--- src/rtl/clic_dispatch.sv ---
// CLIC-style interrupt dispatcher: bit-serial wired-OR arbitration,
// valid/ack claim handshake and a nested threshold stack.
package common_pkg;
  localparam int NR_INDEX_BITS = 3;
  localparam int NR_PRIO_BITS  = 3;
endpackage

module clic_dispatch #(
  parameter int NR_INDEX_BITS = common_pkg::NR_INDEX_BITS,
  parameter int NR_PRIO_BITS  = common_pkg::NR_PRIO_BITS,
  parameter int NEST_DEPTH    = 4
) (
  input  logic                             clk,
  input  logic                             rst,
  input  logic [2**NR_INDEX_BITS-2:0]      irq_req,
  input  logic                             cfg_we,
  input  logic [NR_INDEX_BITS-1:0]         cfg_idx,
  input  logic [NR_PRIO_BITS-1:0]          cfg_prio,
  input  logic                             cfg_en,
  output logic                             irq_valid,
  output logic [NR_INDEX_BITS-1:0]         irq_index,
  output logic [NR_PRIO_BITS-1:0]          irq_prio,
  input  logic                             irq_ack,
  input  logic                             irq_done,
  output logic [NR_PRIO_BITS-1:0]          threshold,
  output logic [$clog2(NEST_DEPTH+1)-1:0]  nest_depth,
  output logic                             busy
);
  localparam int NR_SLOTS = 2**NR_INDEX_BITS;
  localparam int NR_LINES = NR_SLOTS - 1;
  localparam int DW = $clog2(NEST_DEPTH+1);
  localparam int MAXB =
    (NR_PRIO_BITS > NR_INDEX_BITS) ? NR_PRIO_BITS : NR_INDEX_BITS;
  localparam int SW = $clog2(MAXB+1);
  localparam logic [NR_INDEX_BITS-1:0] RSV = NR_INDEX_BITS'(NR_LINES);

  typedef enum logic [1:0] {IDLE, ARB_PRIO, ARB_IDX, OFFER} state_t;

  state_t                  state_q, state_d;
  logic [SW-1:0]           step_q, step_d;
  logic [NR_SLOTS-1:0]     cand_q, cand_d, bitv, filt;
  logic [NR_PRIO_BITS-1:0] snap_q [NR_SLOTS];
  logic [NR_PRIO_BITS-1:0] prio_q [NR_LINES];
  logic [NR_PRIO_BITS-1:0] stk_q [NEST_DEPTH];
  logic [NR_LINES-1:0]     pend_q, en_q, req_en, clr;
  logic [NR_PRIO_BITS-1:0] thr_q, off_prio_q;
  logic [DW-1:0]           depth_q;
  logic [NR_INDEX_BITS-1:0] off_idx_q, win;
  logic                    hs, pop, start, last;

  assign req_en = pend_q & en_q;
  assign hs     = (state_q == OFFER) && irq_ack && !irq_done;
  assign pop    = irq_done && (depth_q != '0);
  assign start  = (|req_en) && (depth_q < DW'(NEST_DEPTH));
  assign last   = (step_q == '0);

  // Wired-OR bit: contenders showing 0 drop only if someone shows 1
  always_comb begin
    bitv = '0;
    for (int i = 0; i < NR_SLOTS; i++) begin
      if (state_q == ARB_PRIO)
        bitv[i] = |(snap_q[i] & (NR_PRIO_BITS'(1) << step_q));
      else
        bitv[i] = |(NR_INDEX_BITS'(i) & (NR_INDEX_BITS'(1) << step_q));
    end
  end

  assign filt = (|(cand_q & bitv)) ? (cand_q & bitv) : cand_q;

  always_comb begin
    win = '0;
    for (int i = 0; i < NR_SLOTS; i++)
      if (filt[i]) win = NR_INDEX_BITS'(i);
  end

  always_comb begin
    clr = '0;
    for (int i = 0; i < NR_LINES; i++)
      if (hs && off_idx_q == NR_INDEX_BITS'(i)) clr[i] = 1'b1;
  end

  always_comb begin
    state_d = state_q;
    step_d  = step_q;
    cand_d  = cand_q;
    unique case (state_q)
      IDLE: if (start) begin
        state_d = ARB_PRIO;
        step_d  = SW'(NR_PRIO_BITS-1);
        cand_d  = {1'b1, req_en};
      end
      ARB_PRIO: begin
        cand_d = filt;
        if (last) begin
          state_d = ARB_IDX;
          step_d  = SW'(NR_INDEX_BITS-1);
        end else begin
          step_d = step_q - SW'(1);
        end
      end
      ARB_IDX: begin
        cand_d = filt;
        if (last) state_d = (win == RSV) ? IDLE : OFFER;
        else      step_d  = step_q - SW'(1);
      end
      OFFER: if (hs || irq_done) state_d = IDLE;
      default: state_d = IDLE;
    endcase
  end

  always_ff @(posedge clk or posedge rst) begin
    if (rst) begin
      state_q    <= IDLE;
      step_q     <= '0;
      cand_q     <= '0;
      off_idx_q  <= '0;
      off_prio_q <= '0;
      for (int i = 0; i < NR_SLOTS; i++) snap_q[i] <= '0;
    end else begin
      state_q <= state_d;
      step_q  <= step_d;
      cand_q  <= cand_d;
      if (state_q == IDLE && start) begin
        for (int i = 0; i < NR_LINES; i++) snap_q[i] <= prio_q[i];
        snap_q[NR_SLOTS-1] <= thr_q;
      end
      if (state_q == ARB_IDX && last && win != RSV) begin
        off_idx_q  <= win;
        off_prio_q <= snap_q[win];
      end
    end
  end

  // Set wins over the handshake clear on the same edge
  always_ff @(posedge clk or posedge rst) begin
    if (rst) begin
      pend_q <= '0;
      en_q   <= '0;
      for (int i = 0; i < NR_LINES; i++) prio_q[i] <= '0;
    end else begin
      pend_q <= (pend_q & ~clr) | irq_req;
      if (cfg_we) begin
        for (int i = 0; i < NR_LINES; i++) begin
          if (cfg_idx == NR_INDEX_BITS'(i)) begin
            prio_q[i] <= cfg_prio;
            en_q[i]   <= cfg_en;
          end
        end
      end
    end
  end

  always_ff @(posedge clk or posedge rst) begin
    if (rst) begin
      thr_q   <= '0;
      depth_q <= '0;
      for (int i = 0; i < NEST_DEPTH; i++) stk_q[i] <= '0;
    end else if (hs) begin
      for (int i = 0; i < NEST_DEPTH; i++)
        if (depth_q == DW'(i)) stk_q[i] <= thr_q;
      thr_q   <= off_prio_q;
      depth_q <= depth_q + DW'(1);
    end else if (pop) begin
      for (int i = 0; i < NEST_DEPTH; i++)
        if (depth_q == DW'(i+1)) thr_q <= stk_q[i];
      depth_q <= depth_q - DW'(1);
    end
  end

  always_ff @(posedge clk) begin
    if (!rst && state_q == ARB_IDX && last)
      assert ($onehot(filt));
  end

  assign irq_valid  = (state_q == OFFER);
  assign irq_index  = off_idx_q;
  assign irq_prio   = off_prio_q;
  assign threshold  = thr_q;
  assign nest_depth = depth_q;
  assign busy       = (state_q != IDLE);
endmodule

--- config.mk ---
export PLATFORM = sky130hd
export DESIGN_NAME = clic_dispatch
export DESIGN_NICKNAME = d
export VERILOG_FILES = /design/src/rtl/clic_dispatch.sv
export SDC_FILE = /design/constraint.sdc
export NUM_CORES = 1
export LEC_CHECK = 0
export BUFFER_PORTS_ARGS = -buffer_cell sky130_fd_sc_hd__clkbuf_2
export CAP_MARGIN = 5
export CORE_ASPECT_RATIO = 0.6
export CORE_UTILIZATION = 45
export CTS_BUF_LIST = sky130_fd_sc_hd__clkbuf_4
export DETAILED_ROUTE_END_ITERATION = 8
export PLACE_DENSITY = 0.6
export SLEW_MARGIN = 25
export SYNTH_ARGS = -nofsm -noshare
export SYNTH_HDL_FRONTEND = slang
export SYNTH_SLANG_ARGS = --single-unit
--- constraint.sdc ---
create_clock -name clk -period 3.6 [get_ports clk]
set_input_delay 0.36 -clock clk [delete_from_list [all_inputs] [get_ports clk]]
set_output_delay 0.36 -clock clk [all_outputs]
set_load 0.03 [all_outputs]
# Word-level counts from Yosys, hierarchy flattened
# Index checks and enable logic that the tools add are counted.
# W data, S select, Z words.
# word_totals
register_bits	95
out_inout_bits	14
# op_classes
n_reduce_logical	58
eq_ne	27
muxes	46
n_bitwise	14
magnitude_cmp	2
shifts	1
add_sub_neg	3
# ops
cell	count
$mux W3	14
$reduce_or A3 Y1	9
$reduce_and A2 Y1	13
$and A3 B3 Y3	8
$eq A3 B3 Y1 const B	8
$mux W2	10
$eq A3 B2 Y1 const B	6
$mux W1	16
$mux W8	2
$pmux W8 S2	1
$and A7 B7 Y7	2
$logic_and A1 B1 Y1	14
$bmux W3 S3	1
$eq A3 B1 Y1 const B	3
$logic_not A3 Y1	3
$and A8 B8 Y8	1
$ne A2 B2 Y1 const B	4
$pmux W2 S4	1
$reduce_or A2 Y1	4
$reduce_or A8 Y1	1
$not A7 Y7	1
$or A7 B7 Y7	1
$reduce_or A7 Y1	1
$pmux W2 S3	1
other kinds (19)	26

# Longest topological paths before layout
# depth
word_depth	18
depth_mapped	13

# Least setup slack after synthesis
# No wires, ideal clock.
# synth_path
kind	register to register
start	reg step_q[0]
end	reg off_prio_q[0] (netlist: irq_prio[0])
stages_incl_launch_ff	13
arrival_time_ns	2.602
setup_slack_ns	0.861
setup_ns	0.137
required_ns	3.463
n_path_buf	2
cell_sequence	dfrtp_1 inv_1 ha_1 buf_6 a22o_1 o31ai_4 nand2_1 o31a_1 a21boi_1 buf_6 mux2_4 a22oi_1 o211ai_1
# synth_between
elab_chain_len	18
# synth_lines
item	line_no	text
start, declared	40	logic [SW-1:0] step_q, step_d;
start signal, assigned	121	step_q <= step_d;
$shl A1 B2 Y3	62, 64	
$and A3 B3 Y3	62	bitv[i] = |(snap_q[i] & (NR_PRIO_BITS'(1) << step_q));
$reduce_or A3 Y1	62	
$mux W1	61	if (state_q == ARB_PRIO)
$and A8 B8 Y8	68	assign filt = (|(cand_q & bitv)) ? (cand_q & bitv) : cand_q;
$reduce_or A8 Y1	68	
$mux W8	68	
$mux W1	73	if (filt[i]) win = NR_INDEX_BITS'(i);
$mux W2 (2 in series)	73	
$mux W3 (4 in series)	73	
$not A3 Y4 (not written as such)	129	off_prio_q <= snap_q[win];
$bmux W3 S3	129	
$mux W3 (not written as such) (2 in series)	129	
end signal, assigned	129	
end, declared	46	logic [NR_PRIO_BITS-1:0] thr_q, off_prio_q;
# Parallel ways exist; a longest one is shown, timed or not. The select of a mux whose other input is x is not followed.
# A chain may end at the register's enable or synchronous reset.

# Worst setup path in the final report
# layout_path
start	reg state_q[1]
end	reg off_prio_q[2] (netlist: irq_prio[2])
# layout_between
elab_chain_len	16
# layout_lines
item	line_no	text
start, declared	39	state_t state_q, state_d;
start signal, assigned	120	state_q <= state_d;
$eq A2 B1 Y1	61	
$mux W1	61	
$and A8 B8 Y8	68	
$reduce_or A8 Y1	68	
$mux W8	68	
$mux W1	73	
$mux W2 (2 in series)	73	
$mux W3 (4 in series)	73	
$not A3 Y4 (not written as such)	129	
$bmux W3 S3	129	
$mux W3 (not written as such) (2 in series)	129	
# Parallel ways exist; a longest one is shown, timed or not. The select of a mux whose other input is x is not followed.

==> run metrics <==
crit path buf inv count=2; Slew Limit Headroom=0.367; crit path DAT=3670 ps; overall global routing resource usage=0.241; register area=2380 µm²; WS Path Type=flop to flop; Worst path slowest cell=ha_1; initial antenna violation count=0; sequential fraction of design power=0.394; nets=502; Crit Path Max Fanout=16; core area=10600 µm²; maximum clock frequency=301 MHz; setup_tns=0 ps; Multi-input gate area=2370 µm²; worst min path class=input port to flop; Synth cell types=55; critical path launch point type=flop; Rows=29; Detailed Route WL=12500 µm; final setup fails=0; Synthesis Warnings=0; pin count of the biggest net entering global routing=96; Slew @ Worst Pin=942 ps; Final HPWL DP=9420 µm; Cell Int Power=0.00251 W; syn nets=469; status=complete, no violations; Cells after DPL=595; Max H-tree Level=3; P&R area growth vs syn=8.65%; Die Area=11300 µm²; Filler Cell Count=974; CTS clk-pin slew, worst paths=160 ps; flops & latches, synth=95; post-route minimum period=3330 ps; Sink Count=95; hold depth=2; Hold Path Origin=irq_req[6]; # DRC=0; vias in the first global route=3426; post-synthesis async set-or-reset flop share=1.00; initial DRC count=365; Max Cap Viol=0; fin util=0.503; die width=137 µm; CTS tree=done; grt total ovfl=0; Post-CTS Setup Bufs=0; DRT Pass-1 Iters=5; Ant. Diodes=0; final cycle utilization of the critical path=0.924; global-route wire length before repair=20100 µm; Hold EP=pend_q[6]$_DFF_PP0_; clk_skew=17.6 ps; power density over cell area=858 nW/µm²; count of buffers from port buffering=32; clock root cell=clkbuf_4; reg2reg end=irq_prio[2]$_DFFE_PP0P_; Place WS=316 ps; Critical Path Max Stage Delay=530 ps; final setup margin=273 ps; Clock power frac=0.116; Reg-to-Reg Start=state_q[1]$_DFFE_PP0P_; ratio of cells with drive above 1 in the final layout=0.283; register area share after synthesis=0.485; Initial Util=0.463; final hold violation count=0; Switching Fraction=0.450; Final ANT Viol Nets=0; syn_area_per_cell=11.3 µm²; die height=82.9 µm; CTS Buf Count=9; via count=3624; Crit. path cell count=11; RSZ-0062 raised after global routing=false; CP required=3940 ps; commonest non-fill, non-tap cell in the layout=dfrtp_1; Net Switching=0.00206 W; DR vias/cell=5.92; combinational power share=0.490; mapped cell area=4900 µm²; critical path cell sequence=inv_1, ha_1, nand2b_1, a32oi_1, nand2_1, o31a_1, a21boi_1, buf_4, mux2_4, a22oi_1, o211ai_1; Worst IR Drop VDD=0.445 mV; critical path's top delay family=compound AO/OA/AOI/OAI gates; worst-skew pair later-pin latency=470 ps; Non-Filler Instances=612; clk buf depth=2; Post-synth EDFFs=0; commonest cells after routing, fill and taps aside=95 x dfrtp_1, 72 x mux2_2, 41 x nand2_1, 32 x clkbuf_2, 31 x nor2_1; R2R Setup Slk=270 ps; leakage=2.36 nW; Crit. End Element=flop; Final Wtd Congestion=0.950; Ports=33; Final Slew Violations=0; R2R cell count=11; Top FF cell, synth=dfrtp_1; wire length per cell=20.5 µm; WHS=62.7 ps; Post-Syn Instances=435
==> power by group through the flow <==
stage	clock network [W]	logic [W]	registers [W]
5_1_grt	0.000598	0.00243	0.00185
3_5_place_dp	0	0.00220	0.00181
6_report	0.000529	0.00224	0.00180
2_1_floorplan	0	0.00168	0.00174
3_3_place_gp	0	0.00217	0.00182
4_1_cts	0.000549	0.00221	0.00179
==> flip-flops by register name, summed over array words and instances (netlist names), 7 cells and up <==
| name | count |
|---|---|
| stk_q | 12 |
| snap_q | 24 |
| cand_q | 8 |
| pend_q | 7 |
| prio_q | 21 |
| en_q | 7 |
==> how the worst max path moves through the flow <==
stage / from / endpoint / slack (ps)
2_1_floorplan: rst / cand_q[0]$_DFFE_PP0P_ / 760
3_3_place_gp: state_q[1]$_DFFE_PP0P_ / irq_prio[2]$_DFFE_PP0P_ / 470
3_5_place_dp: step_q[0]$_DFFE_PP0P_ / irq_prio[0]$_DFFE_PP0P_ / 320
4_1_cts: step_q[0]$_DFFE_PP0P_ / irq_prio[0]$_DFFE_PP0P_ / 280
5_1_grt: state_q[1]$_DFFE_PP0P_ / irq_prio[0]$_DFFE_PP0P_ / 50
6_report: state_q[1]$_DFFE_PP0P_ / irq_prio[2]$_DFFE_PP0P_ / 270
==> metrics by stage <==
step                      instance area (µm²)  power (W)
after floorplan                          4900    0.00342
after global placement                   5190    0.00399
after detailed placement                 5190    0.00401
after CTS                                5320    0.00455
after global routing                     5330    0.00488
final                                    5330    0.00457
==> layout make-up <==
class                   instances  area share
clock buffers                   9      0.0127
clock inverters                 7     0.00986
multi-input cells             308       0.446
inverters                      16      0.0117
repair buffers                 38      0.0413
well taps                     139      0.0326
flip-flops and latches         95       0.446
==> synthesized netlist by cell type, types with 4 or more instances <==
master | count | share of area
o21ai_0 | 15 | 0.015
nor2_1 | 31 | 0.024
o221ai_1 | 4 | 0.0071
ha_1 | 15 | 0.038
nand2_1 | 41 | 0.031
mux2_2 | 72 | 0.17
a22oi_1 | 9 | 0.014
nand2b_1 | 5 | 0.0064
nand3_1 | 12 | 0.012
a22o_1 | 4 | 0.0071
nand4b_1 | 5 | 0.0089
inv_1 | 15 | 0.011
a21o_1 | 8 | 0.012
a31oi_1 | 4 | 0.0051
a21oi_1 | 15 | 0.015
mux2i_1 | 9 | 0.018
a32oi_1 | 5 | 0.0089
dfrtp_1 | 95 | 0.48
clkbuf_1 | 7 | 0.0054
nor3_1 | 7 | 0.0071
buf_6 | 4 | 0.0092
==> logic make-up after synthesis <==
| group | share of synthesized area |
|---|---|
| simple gates | 0.113 |
| flops | 0.485 |
| compound gates | 0.140 |
| mux | 0.190 |
| buf+inv | 0.0319 |
| fa+ha+maj | 0.0383 |
| xor+xnor | 0.00179 |
==> per-layer routing <==
layer,part of all wire,wire [µm],track usage
met5,0,0,0
met1,0.54,6790,0.410
met2,0.38,4710,0.291
met4,0.0086,108,0.0566
met3,0.073,913,0.0629
==> repair_timing <==
| item | in CTS | in global routing |
|---|---|---|
| endpoints found under the setup margin | 0 | 2 |
| resized for setup | 0 | 1 |
| hold buffers | 1 | 0 |
| hold endpoints to repair | 12 | 0 |
(Power assumes the default switching activity.)
